--- config.mk ---
export PLATFORM = sky130hd
export DESIGN_NAME = pipe_stage_reg
export DESIGN_NICKNAME = d
export VERILOG_FILES = /design/src/rtl/pipe_pkg.sv /design/src/rtl/pipe_sat_cnt.sv /design/src/rtl/pipe_stage_reg.sv
export SDC_FILE = /design/constraint.sdc
export NUM_CORES = 1
export LEC_CHECK = 0
export BUFFER_PORTS_ARGS = -buffer_cell sky130_fd_sc_hd__buf_2
export CAP_MARGIN = 20
export CORE_MARGIN = 2
export CORE_UTILIZATION = 40
export DETAILED_ROUTE_END_ITERATION = 10
export PLACE_DENSITY = 0.81
export SLEW_MARGIN = 0
export SYNTH_ARGS = -nofsm -noshare
export SYNTH_HDL_FRONTEND = slang
export SYNTH_HIERARCHICAL = 1
export SYNTH_SLANG_ARGS = --single-unit
--- constraint.sdc ---
create_clock -name clk -period 4.36 [get_ports clk]
set_input_delay 0.218 -clock clk [delete_from_list [all_inputs] [get_ports clk]]
set_output_delay 0.218 -clock clk [all_outputs]
set_load 0.005 [all_outputs]
--- src/rtl/pipe_pkg.sv ---
// Shared types and constants for the elastic pipeline-stage register.
package pipe_pkg;

    typedef enum logic [1:0] {
        EMPTY = 2'd0,
        HALF  = 2'd1,
        FULL  = 2'd2
    } pipe_state_t;

    // Replicated to the control width wherever a bubble is inserted.
    localparam logic PIPE_BUBBLE_CTRL = 1'b0;

endpackage

--- src/rtl/pipe_sat_cnt.sv ---
// Saturating up-counter with increment enable; holds at all-ones.
module pipe_sat_cnt #(
    parameter int CNT_W = 16
) (
    input  logic             clk,
    input  logic             rst,
    input  logic             inc_en,
    output logic [CNT_W-1:0] cnt
);

    function automatic logic [CNT_W-1:0] sat_inc(input logic [CNT_W-1:0] v);
        return (&v) ? v : v + {{(CNT_W-1){1'b0}}, 1'b1};
    endfunction

    always_ff @(posedge clk or negedge rst) begin
        if (!rst) begin
            cnt <= '0;
        end else if (inc_en) begin
            cnt <= sat_inc(cnt);
        end
    end

endmodule

--- src/rtl/pipe_stage_reg.sv ---
// Elastic inter-stage register with valid/ready handshake, flush and bubble insertion.
// Define PIPE_SKID_EN for a two-entry skid buffer with a purely registered in_ready.
module pipe_stage_reg
    import pipe_pkg::*;
#(
    parameter int DATA_W = 96,
    parameter int CTRL_W = 16,
    parameter int CNT_W  = 16
) (
    input  logic              clk,
    input  logic              rst,
    input  logic              flush,
    input  logic              in_valid,
    output logic              in_ready,
    input  logic [CTRL_W-1:0] in_ctrl,
    input  logic [DATA_W-1:0] in_data,
    output logic              out_valid,
    input  logic              out_ready,
    output logic [CTRL_W-1:0] out_ctrl,
    output logic [DATA_W-1:0] out_data,
    output logic [CNT_W-1:0]  stall_cnt
);

    pipe_state_t       state_p0;
    logic [CTRL_W-1:0] main_ctrl_p0;
    logic [DATA_W-1:0] main_data_p0;
    logic              in_xfer;
    logic              out_xfer;
    logic              stall_inc;

    assign out_valid = (state_p0 != EMPTY);
    assign out_xfer  = out_valid && out_ready;

`ifdef PIPE_SKID_EN
    logic [CTRL_W-1:0] skid_ctrl_p0;
    logic [DATA_W-1:0] skid_data_p0;

    assign in_ready = (state_p0 != FULL);
`else
    assign in_ready = !out_valid || out_ready;
`endif

    assign in_xfer = in_valid && in_ready;

    // ---- stage boundary: main register, drives the outputs ----
    always_ff @(posedge clk or negedge rst) begin
        if (!rst) begin
            state_p0     <= EMPTY;
            main_ctrl_p0 <= '0;
            main_data_p0 <= '0;
        end else if (flush) begin
            state_p0     <= EMPTY;
            main_ctrl_p0 <= {CTRL_W{PIPE_BUBBLE_CTRL}};
        end else begin
            case (state_p0)
                EMPTY: begin
                    if (in_xfer) begin
                        state_p0     <= HALF;
                        main_ctrl_p0 <= in_ctrl;
                        main_data_p0 <= in_data;
                    end
                end
                HALF: begin
                    if (in_xfer && out_xfer) begin
                        main_ctrl_p0 <= in_ctrl;
                        main_data_p0 <= in_data;
                    end else if (out_xfer) begin
                        state_p0 <= EMPTY;
`ifdef PIPE_SKID_EN
                    end else if (in_xfer) begin
                        state_p0 <= FULL;
`endif
                    end
                end
`ifdef PIPE_SKID_EN
                FULL: begin
                    if (out_xfer) begin
                        state_p0     <= HALF;
                        main_ctrl_p0 <= skid_ctrl_p0;
                        main_data_p0 <= skid_data_p0;
                    end
                end
`endif
                default: state_p0 <= EMPTY;
            endcase
        end
    end

`ifdef PIPE_SKID_EN
    // ---- stage boundary: skid register, catches the transfer in flight while main stalls ----
    always_ff @(posedge clk or negedge rst) begin
        if (!rst) begin
            skid_ctrl_p0 <= '0;
            skid_data_p0 <= '0;
        end else if (flush) begin
            skid_ctrl_p0 <= {CTRL_W{PIPE_BUBBLE_CTRL}};
        end else if (state_p0 == HALF && in_xfer && !out_xfer) begin
            skid_ctrl_p0 <= in_ctrl;
            skid_data_p0 <= in_data;
        end
    end
`endif

    assign out_ctrl  = out_valid ? main_ctrl_p0 : {CTRL_W{PIPE_BUBBLE_CTRL}};
    assign out_data  = main_data_p0;
    assign stall_inc = out_valid && !out_ready;

    pipe_sat_cnt #(
        .CNT_W (CNT_W)
    ) u_stall_cnt (
        .clk    (clk),
        .rst    (rst),
        .inc_en (stall_inc),
        .cnt    (stall_cnt)
    );

endmodule
==> metrics, run 1 <==
RSZ-0062 raised after global routing false; router iterations before antenna repair 4; Peak Freq approximately 460 MHz; Syn Area/Cell between 10 and 15 µm²; height of the chip between 100 and 150 µm; vias in the first global route 3,975; number of remaining DRC errors 0; final setup fails 0; largest net degree at the start of global routing 58; drt total wl roughly 12,000 µm; final non-filler cell area approximately 7400 µm²; fraction of layout cells with a size suffix above 1 between 50% and 60%; Max FO, Critical Path 57; CTS clk-pin slew, worst paths ~0.050 ns; Clock Tree Buf Depth 2; placed cell area ~6700 µm²; CTS tree done; all-layer global routing usage between 10% and 20%; reg2reg end out_data[7]$_DFFE_PN0P_; nets 742; Reg2Reg Depth 4; sequential element share of the synthesized area about three fifths; Skew-Pair Late Insertion Delay a little over 0.4 ns; routed vias/inst 4.765; # resized after CTS 0; Worst Hold Path Cells 2; peak supply drop ~0.25 mV; Core Util, Final a little under three fifths; CP Capture Type register; R2R setup slack between 2 and 2.5 ns; hold_buf cts 2; slowest stage delay, CP between 0.5 and 0.6 ns; Pwr per Cell Area approximately 480 nW/µm²; slowest CP cell buf_4; Synth Warn # 6; Post-synth EDFFs 0; setup TNS 0 ns; Core ar. 13,140 µm²; Syn Inst Count 370; Worst EP arrival roughly 2.5 ns; crit path kind register to register; Starting Density approximately two fifths; Main synth FF type dfrtp_1; HPWL Detailed just under 9000 µm; start of the worst register-to-register path state_p0[0]$_DFFE_PN0P_; Worst Tran Pin Value between 1 and 1.5 ns; initial antenna violation count 0; Netlist cell types 33; minimum clock period 2.175 ns; die width 119.7 µm; max-cap violations 0; via count 3,869; worst relative slew slack a little under a third; GR Overflow Total 0; Root Driver clkbuf_16; ys async rst share 100.0%; worst path cell trace nor2b_4 > nor3b_4 > buf_4 > mux2_2; fin. max-slew vios 0; HP Class input pin to register; Synth-to-Final Area Change 37.79%; Worst Path Required roughly 4.7 ns; setup bufs post-CTS 0; Buf/Inv on CP 1; die area around 14,000 µm²; Mapped Area 5356 µm²; first-pass GRT wire length ~19,000 µm; final worst-path cycle share between 40% and 50%; Clock Sink Count approximately 130; cts bufs inserted 17; initial drt markers around 120; fillers between 1,000 and 1,500; Hold Slack about 0.024 ns; Yosys reg bits roughly 130; GPL Wtd Cong about 0.76; IO buf count roughly 250; Net Count, Synth 488; Row Count 42; Ports 247; drt wl/cell between 10 and 15 µm; n_diodes 0; Largest delay share family, worst path buffers and inverters; Final Hold Viols 0; status completed; H-Tree Depth 4; CP Launch Type register; Leak between 0.003 and 0.004 µW; min-delay src in_data[74]; Clock Skew slightly below 0.006 ns; hold endpoint out_data[74]$_DFFE_PN0P_; Post-DRT Antenna Nets 0
==> flip-flops by register name, indices dropped and copies added (netlist names) <==
register	cells
state_p0	1
out_data	96
u_stall_cnt/cnt	16
main_ctrl_p0	16
==> how the worst max path moves through the flow <==
stage	startpoint	to	slack [ns]	cells past startpoint
2_1_floorplan	state_p0[0]$_DFFE_PN0P_	out_data[45]$_DFFE_PN0P_	2.71	5
3_3_place_gp	state_p0[0]$_DFFE_PN0P_	out_data[36]$_DFFE_PN0P_	2.29	4
3_5_place_dp	state_p0[0]$_DFFE_PN0P_	out_data[85]$_DFFE_PN0P_	2.16	4
4_1_cts	state_p0[0]$_DFFE_PN0P_	out_data[68]$_DFFE_PN0P_	2.16	4
5_1_grt	state_p0[0]$_DFFE_PN0P_	out_data[13]$_DFFE_PN0P_	2.01	4
6_report	state_p0[0]$_DFFE_PN0P_	out_data[7]$_DFFE_PN0P_	2.19	4
==> metal layers <==
layer  GRT usage (%)  vias to the layer above  part of all wire [%]
li1                -                     1789                     -
met1           20.22                     1894                    40
met3           6.321                       26                   7.7
met2           28.57                      160                    50
met4           7.206                        0                   2.3
met5               0                        -                     0
==> power breakdown <==
group          switching [µW]  leakage [µW]  internal, µW  total (µW)
registers                 121       0.00157          1380        1500
logic                     229       0.00183           306         535
clock network             493      0.000299           981        1470
total                     842       0.00370          2670        3510
==> synthesized netlist by cell type (4+ instances only) <==
cell type	n	area (µm²)
nand2_1	4	15.01
nand3_1	6	30.03
nor3_1	5	25.02
clkbuf_1	4	15.01
buf_2	8	40.04
mux2_2	60	675.7
mux2i_1	16	160.2
dfrtp_1	129	3228
buf_6	4	45.04
nand2b_1	34	212.7
xor2_1	8	70.07
mux2_1	40	450.4
nor2_1	8	30.03
and2_1	16	100.1
==> stage by stage <==
stage | std cells | power, µW | setup slack (ns)
6_report | 812 | 3513 | 2.185
5_1_grt | 812 | 3689 | 2.008
4_1_cts | 812 | 3559 | 2.157
3_5_place_dp | 779 | 2066 | 2.160
3_3_place_gp | 779 | 2030 | 2.293
2_1_floorplan | 370 | 1746 | 2.714
==> cells by family after synthesis <==
family / Yosys count / synth area share (%)
buffers and inverters: 19 / 2.149
AOI/OAI and AO/OA: 4 / 0.4204
DFF: 129 / 60.27
adders and majority gates: 1 / 0.2336
xor gates and xnor gates: 11 / 1.799
and+or+nand+nor: 90 / 11.12
muxes: 116 / 24.01
==> area by class of cell <==
class	instances	area (µm²)	share of cell area [%]
Tap cell	176	220.2	2.984
Multi-Input combinational cell	222	2022	27.39
Inverter	2	7.507	0.1017
Clock inverter	10	158.9	2.153
Sequential cell	129	3228	43.74
Clock buffer	21	460.4	6.238
Timing Repair Buffer	252	1284	17.39
==> cells in the final DEF, fill, tap and decap left out, drive strengths merged, types with 3 or more instances in the layout <==
master,n
nand4,6
bufinv,4
buf,250
and2,16
nand2,4
xor2,8
dfrtp,129
xnor2,3
mux2,100
nor3,5
nand2b,34
clkinv,4
nor4,3
mux2i,16
clkbuf,21
nor2,8
nand3,6
(Power assumes the default switching activity.)
==> inputs of run 2 (changes only) <==
--- a/config.mk
+++ b/config.mk
@@ -10,7 +10,7 @@
 export CORE_MARGIN = 2
 export CORE_UTILIZATION = 40
 export DETAILED_ROUTE_END_ITERATION = 10
-export PLACE_DENSITY = 0.81
+export PLACE_DENSITY = 0.84
 export SLEW_MARGIN = 0
 export SYNTH_ARGS = -nofsm -noshare
 export SYNTH_HDL_FRONTEND = slang
==> constraint.sdc (replaced) <==
create_clock -name clk -period 1.9 [get_ports clk]
set_input_delay 0.095 -clock clk [delete_from_list [all_inputs] [get_ports clk]]
set_output_delay 0.095 -clock clk [all_outputs]
set_load 0.005 [all_outputs]
==> metrics, run 2 (synthesis results as in run 1) <==
Ports 247 (unchanged); fillers 910 (-17%); fin. max-slew vios 0 (unchanged); all-layer global routing usage 21.00% (+3.8 points); CTS clk-pin slew, worst paths 0.06 ns (about the same); H-Tree Depth 4 (unchanged); die width 119.7 µm (unchanged); Worst Tran Pin Value 0.6917 ns (-0.3464 ns); final worst-path cycle share 89.65% (+40 points); Row Count 42 (unchanged); placed cell area 6799 µm² (+0.85%); Reg area 3228 µm² (unchanged); fraction of layout cells with a size suffix above 1 46.81% (-8.1 points); Max FO, Critical Path 5 (-91%); setup TNS 0 ns (unchanged); Clock Sink Count 129 (unchanged); Root Driver clkbuf_16; final setup fails 0 (unchanged); IO buf count 246 (unchanged); M2 GR Usage 36.57% (+8.0 points); initial antenna violation count 0 (unchanged); GRT met1 Usage 22.98% (+2.8 points); final non-filler cell area 8547 µm² (+16%); initial drt markers 182 (+54%); layer with the highest usage met2; CP Capture Type register; CTS tree done; largest net degree at the start of global routing 130 (+120%); height of the chip 119.7 µm (unchanged); number of remaining DRC errors 0 (unchanged); minimum clock period 1.703 ns (-0.4715 ns); Final Hold Viols 0 (unchanged); crit path kind register to register; Peak Freq 587.1 MHz (+28%); Post-DRT Antenna Nets 0 (unchanged); Skew-Pair Late Insertion Delay 0.41 ns (about the same); GR Overflow Total 0 (unchanged); routed vias/inst 4.753 (-0.24%); Leak 0.004184 µW (+13%); Clock Skew 0.005462 ns (-0.0004977 ns); CP Launch Type register; Synth-to-Final Area Change 59.57%; peak supply drop 0.5674 mV (+120%); die area 14,330 µm² (unchanged); first-pass GRT wire length 23,430 µm (+22%); nets 857 (+15%); # resized after CTS 0 (unchanged); RSZ-0062 raised after global routing false; vias in the first global route 4,717 (+19%); grt met3 use 8.032% (+1.7 points); max-cap violations 0 (unchanged); status completed; Clock Tree Buf Depth 2 (unchanged); HPWL Detailed 8729 µm (-0.29%); cts bufs inserted 17 (unchanged); drt wl/cell 15.99 µm (+8.6%); Worst Path Required 2.19 ns (-2.46 ns); drt total wl 14,840 µm (+24%); worst relative slew slack 53.89% (+23 points); HP Class input pin to register; commonest non-fill, non-tap cell in the layout buf_2; Starting Density 40.77% (unchanged); n_diodes 0 (unchanged); area occupied by multi-input gates 2019 µm² (-0.12%); GPL Wtd Cong 0.7918 (+4.6%); max reg flops 96 (unchanged); Pwr per Cell Area 963.6 nW/µm² (+100%); router iterations before antenna repair 4 (unchanged); most frequent cells in the layout buf_2 (245), dfrtp_1 (129), dlygate4sd3_1 (114), mux2_2 (60), mux2_1 (40); Core ar. 13,140 µm² (unchanged); via count 4,411 (+14%); Worst EP arrival 1.99 ns (-0.48 ns)
==> run 2: cell type report <==
| class | count | area share, % |
|---|---|---|
| clock buffers | 22 | 5.548 |
| flip-flops and latches | 129 | 37.77 |
| repair buffers | 367 | 28.84 |
| inverters | 2 | 0.08783 |
| clock inverters | 10 | 1.552 |
| well taps | 176 | 2.576 |
| multi-input cells | 222 | 23.63 |
==> run 2: path summary, 6_finish.rpt <==
| kind | end | start | depth (start not counted) | slack, ns |
|---|---|---|---|---|
| min in group asynchronous | out_data[65]$_DFFE_PN0P_ | rst | 3 | 0.34 |
| min | state_p0[0]$_DFFE_PN0P_ | out_ready | 4 | 0.03 |
| max in group asynchronous | out_data[37]$_DFFE_PN0P_ | rst | 3 | 1.01 |
| max reg2reg | u_stall_cnt/cnt[1]$_DFFE_PN0P_ | u_stall_cnt/cnt[0]$_DFFE_PN0P_ | 5 | 0.20 |
| max | u_stall_cnt/cnt[1]$_DFFE_PN0P_ | u_stall_cnt/cnt[0]$_DFFE_PN0P_ | 5 | 0.20 |
| min reg2reg | out_data[84]$_DFFE_PN0P_ | out_data[84]$_DFFE_PN0P_ | 1 | 0.48 |
==> run 2: metal layers <==
metal / vias to the layer above / part of all wire (%) / routed length, µm
met5: - / 0 / 0
met3: 27 / 8.4 / 1242
li1: 2019 / - / -
met4: 0 / 2.4 / 349
met2: 228 / 50 / 7384
met1: 2137 / 40 / 5862
==> run 2: what timing repair did <==
action,4_1_cts,5_1_grt
hold endpoints to repair,242,0
hold buffers,114,0
buffers inserted,0,0
setup endpoints to repair,0,0
==> run 2: per-stage QoR <==
| step | util, % | std cells | hold WS (ns) | total power [µW] | setup slack [ns] |
|---|---|---|---|---|---|
| global placement | 51.75 | 782 | 0.2409 | 4667 | 0.2735 |
| CTS | 65.06 | 928 | 0.01413 | 8262 | 0.1928 |
| floorplan | - | 370 | -0.2006 | 4006 | 0.2542 |
| global route | 65.06 | 928 | 0.04180 | 8626 | 0.06728 |
| finish | 65.06 | 928 | 0.02921 | 8236 | 0.1967 |
| detailed placement | 51.75 | 782 | 0.2567 | 4753 | 0.1835 |
==> run 2: worst max-delay path, cell delays in order, from the launching register on <==
cell	delay, ns
dfrtp_1	0.41
ha_1	0.26
nand3_1	0.19
nor4_4	0.20
nand2b_1	0.19
mux2_2	0.34
==> run 2: power breakdown <==
part / switching [µW] / internal [µW]
combinational: 597 / 867
clock: 1150 / 2160
sequential: 288 / 3180
total: 2030 / 6200
==> inputs of run 3 (changes only) <==
--- a/config.mk
+++ b/config.mk
@@ -7,10 +7,12 @@
 export LEC_CHECK = 0
 export BUFFER_PORTS_ARGS = -buffer_cell sky130_fd_sc_hd__buf_2
 export CAP_MARGIN = 20
+export CORE_ASPECT_RATIO = 0.6
 export CORE_MARGIN = 2
 export CORE_UTILIZATION = 40
+export CTS_CLUSTER_DIAMETER = 100
 export DETAILED_ROUTE_END_ITERATION = 10
-export PLACE_DENSITY = 0.84
+export PLACE_DENSITY = 0.81
 export SLEW_MARGIN = 0
 export SYNTH_ARGS = -nofsm -noshare
 export SYNTH_HDL_FRONTEND = slang
==> constraint.sdc (replaced) <==
create_clock -name clk -period 1.7 [get_ports clk]
set_input_delay 0.085 -clock clk [delete_from_list [all_inputs] [get_ports clk]]
set_output_delay 0.085 -clock clk [all_outputs]
set_load 0.005 [all_outputs]
==> metrics, run 3 (synthesis results as in run 1) <==
H-Tree Depth 4 (unchanged); commonest non-fill, non-tap cell in the layout buf_2; Skew-Pair Late Insertion Delay 0.40 ns (about the same); Switching Share 26.05% (+1.4 points); met2 wire len 8724 µm (+18%); DP Worst Slack 0.04553 ns (-0.1380 ns); CTS clk-pin slew, worst paths 0.06 ns (about the same); fin. max-slew vios 0 (unchanged); worst relative slew slack 67.90% (+14 points); routed vias/inst 4.773 (+0.42%); placed cells 796 (+1.8%); DR top layer met5; minimum clock period 1.626 ns (-0.07693 ns); switching power 2493 µW (+23%); vias in the first global route 4,862 (+3.1%); peak supply drop 0.6124 mV (+7.9%); height of the chip 93.64 µm (-22%); Worst EP arrival 1.88 ns (-0.11 ns); Peak Freq 614.9 MHz (+4.7%); GPL Wtd Cong 0.8524 (+7.7%); final setup fails 0 (unchanged); Core Util, Final 67.85% (+2.8 points); Final WS setup 0.07361 ns (-0.1231 ns); crit path kind register to register; WL met3 1318 µm (+6.1%); max-cap violations 0 (unchanged); via count 4,501 (+2.0%); Clock Tree Buf Depth 2 (unchanged); Gate power share 19.0% (+1.2 points); Ports 247 (unchanged); cts bufs inserted 17 (unchanged); Layout Cells excl Fill 943 (+1.6%); final worst-path cycle share 95.67% (+6.0 points); n_diodes 0 (unchanged); initial antenna violation count 1 (+1); nets 879 (+2.6%); GR Overflow Total 0 (unchanged); most frequent cells in the layout buf_2 (245), dfrtp_1 (128), dlygate4sd3_1 (115), mux2_2 (60), mux2_1 (40); HPWL Detailed 10,580 µm (+21%); Synth-to-Final Area Change 64.33%; status completed; Pwr per Cell Area 1087 nW/µm² (+13%); Pwr Total 9568 µW (+16%); Starting Density 41.29% (+0.52 points); all-layer global routing usage 23.56% (+2.6 points); Post-DRT Antenna Nets 0 (unchanged); IO buf count 246 (unchanged); largest net degree at the start of global routing 48 (-63%); first-pass GRT wire length 26,190 µm (+12%); number of remaining DRC errors 0 (unchanged); Clock Skew 0.01299 ns (+0.007532 ns); Leak 0.004325 µW (+3.4%); die width 153.4 µm (+28%); drt wl/cell 18.19 µm (+14%); Worst Tran Pin Value 0.4814 ns (-0.2102 ns); die area 14,360 µm² (+0.21%); Internal 7075 µW (+14%); Final Hold Viols 0 (unchanged); Clock Sink Count 129 (unchanged); Metal-1 WL 6938 µm (+18%); Core ar. 12,970 µm² (-1.3%); clock share of power 40.6% (+0.5 points); drt total wl 17,160 µm (+16%); Root Driver clkbuf_16; Worst Path Required 1.96 ns (-0.23 ns); setup bufs post-CTS 0 (unchanged); Reg power frac 40.4% (-1.7 points); fraction of layout cells with a size suffix above 1 48.64% (+1.8 points); Hold Slack 0.1775 ns (+0.1483 ns); initial drt markers 208 (+14%); Max FO, Critical Path 17 (+12); max reg flops 96 (unchanged); CP Capture Type register; router iterations before antenna repair 4 (unchanged); RSZ-0062 raised after global routing true; Row Count 32 (-24%); CP Launch Type register; HP Class input pin to asynchronous set/reset pin; fillers 902 (-0.88%); CTS tree done
run 3: changes by cell type in the layout (fill, tap and decap cells not counted), moves of 2 or more:
| cell | previous run | this run |
|---|---|---|
| inv_6 | 0 | 2 |
| buf_12 | 3 | 5 |
| buf_4 | 5 | 21 |
| clkbuf_8 | 3 | 0 |
| clkinv_2 | 4 | 0 |
| clkinv_4 | 0 | 4 |
| clkbuf_1 | 2 | 0 |
run 3: power by group through the flow:
stage | combinational (µW) | clock, µW | sequential [µW]
4_1_cts | 1780 | 3960 | 3840
3_3_place_gp | 1500 | 0 | 3850
3_5_place_dp | 1560 | 0 | 3880
6_report | 1820 | 3880 | 3870
5_1_grt | 1960 | 4110 | 3920
2_1_floorplan | 566 | 0 | 3910
run 3: worst paths after layout:
kind / startpoint / end / slack, ns / cells after the start
worst max-delay path: state_p0[0]$_DFFE_PN0P_ / out_data[66]$_DFFE_PN0P_ / 0.07 / 5
worst min-delay path: rst / out_data[32]$_DFFE_PN0P_ / 0.18 / 2
worst max register to register: state_p0[0]$_DFFE_PN0P_ / out_data[66]$_DFFE_PN0P_ / 0.07 / 5
worst min register to register: out_data[73]$_DFFE_PN0P_ / out_data[73]$_DFFE_PN0P_ / 0.49 / 1
max in group asynchronous: rst / out_data[85]$_DFFE_PN0P_ / 0.95 / 3
min in group clk: out_ready / u_stall_cnt/cnt[0]$_DFFE_PN0P_ / 0.28 / 5
run 3: metrics by stage:
stage | instance area, µm² | setup TNS [ns]
2_1_floorplan | 5356 | 0
5_1_grt | 8802 | -0.004804
3_3_place_gp | 6985 | 0
3_5_place_dp | 6985 | 0
4_1_cts | 8768 | 0
6_report | 8802 | 0
run 3: worst max-delay path, stage by stage, from the launching register on:
cell and delay (ns):
dfrtp_1 0.38, nor2b_4 0.16, nor3b_4 0.22, buf_12 0.19
buf_16 0.16, mux2_1 0.38
run 3: routing by layer:
metal | track usage [%] | vias to the layer above
li1 | - | 2063
met1 | 28.11 | 2226
met2 | 41.48 | 196
met3 | 8.156 | 14
met4 | 5.505 | 2
met5 | 0 | -
run 3: what timing repair did:
item                                    4_1_cts  5_1_grt
hold buffers                                115        0
endpoints found under the hold margin       155        0
endpoints found under the setup margin        0       21
gates resized for setup                       0        3
run 3: area by class of cell:
| cell class | count | area (µm²) | area share, % |
|---|---|---|---|
| Tap cell | 170 | 212.7 | 2.416 |
| Multi-Input combinational cell | 222 | 2022 | 22.97 |
| Clock inverter | 14 | 206.4 | 2.345 |
| Inverter | 2 | 7.507 | 0.08529 |
| Timing Repair Buffer | 389 | 2699 | 30.66 |
| Sequential cell | 129 | 3229 | 36.69 |
| Clock buffer | 17 | 425.4 | 4.833 |
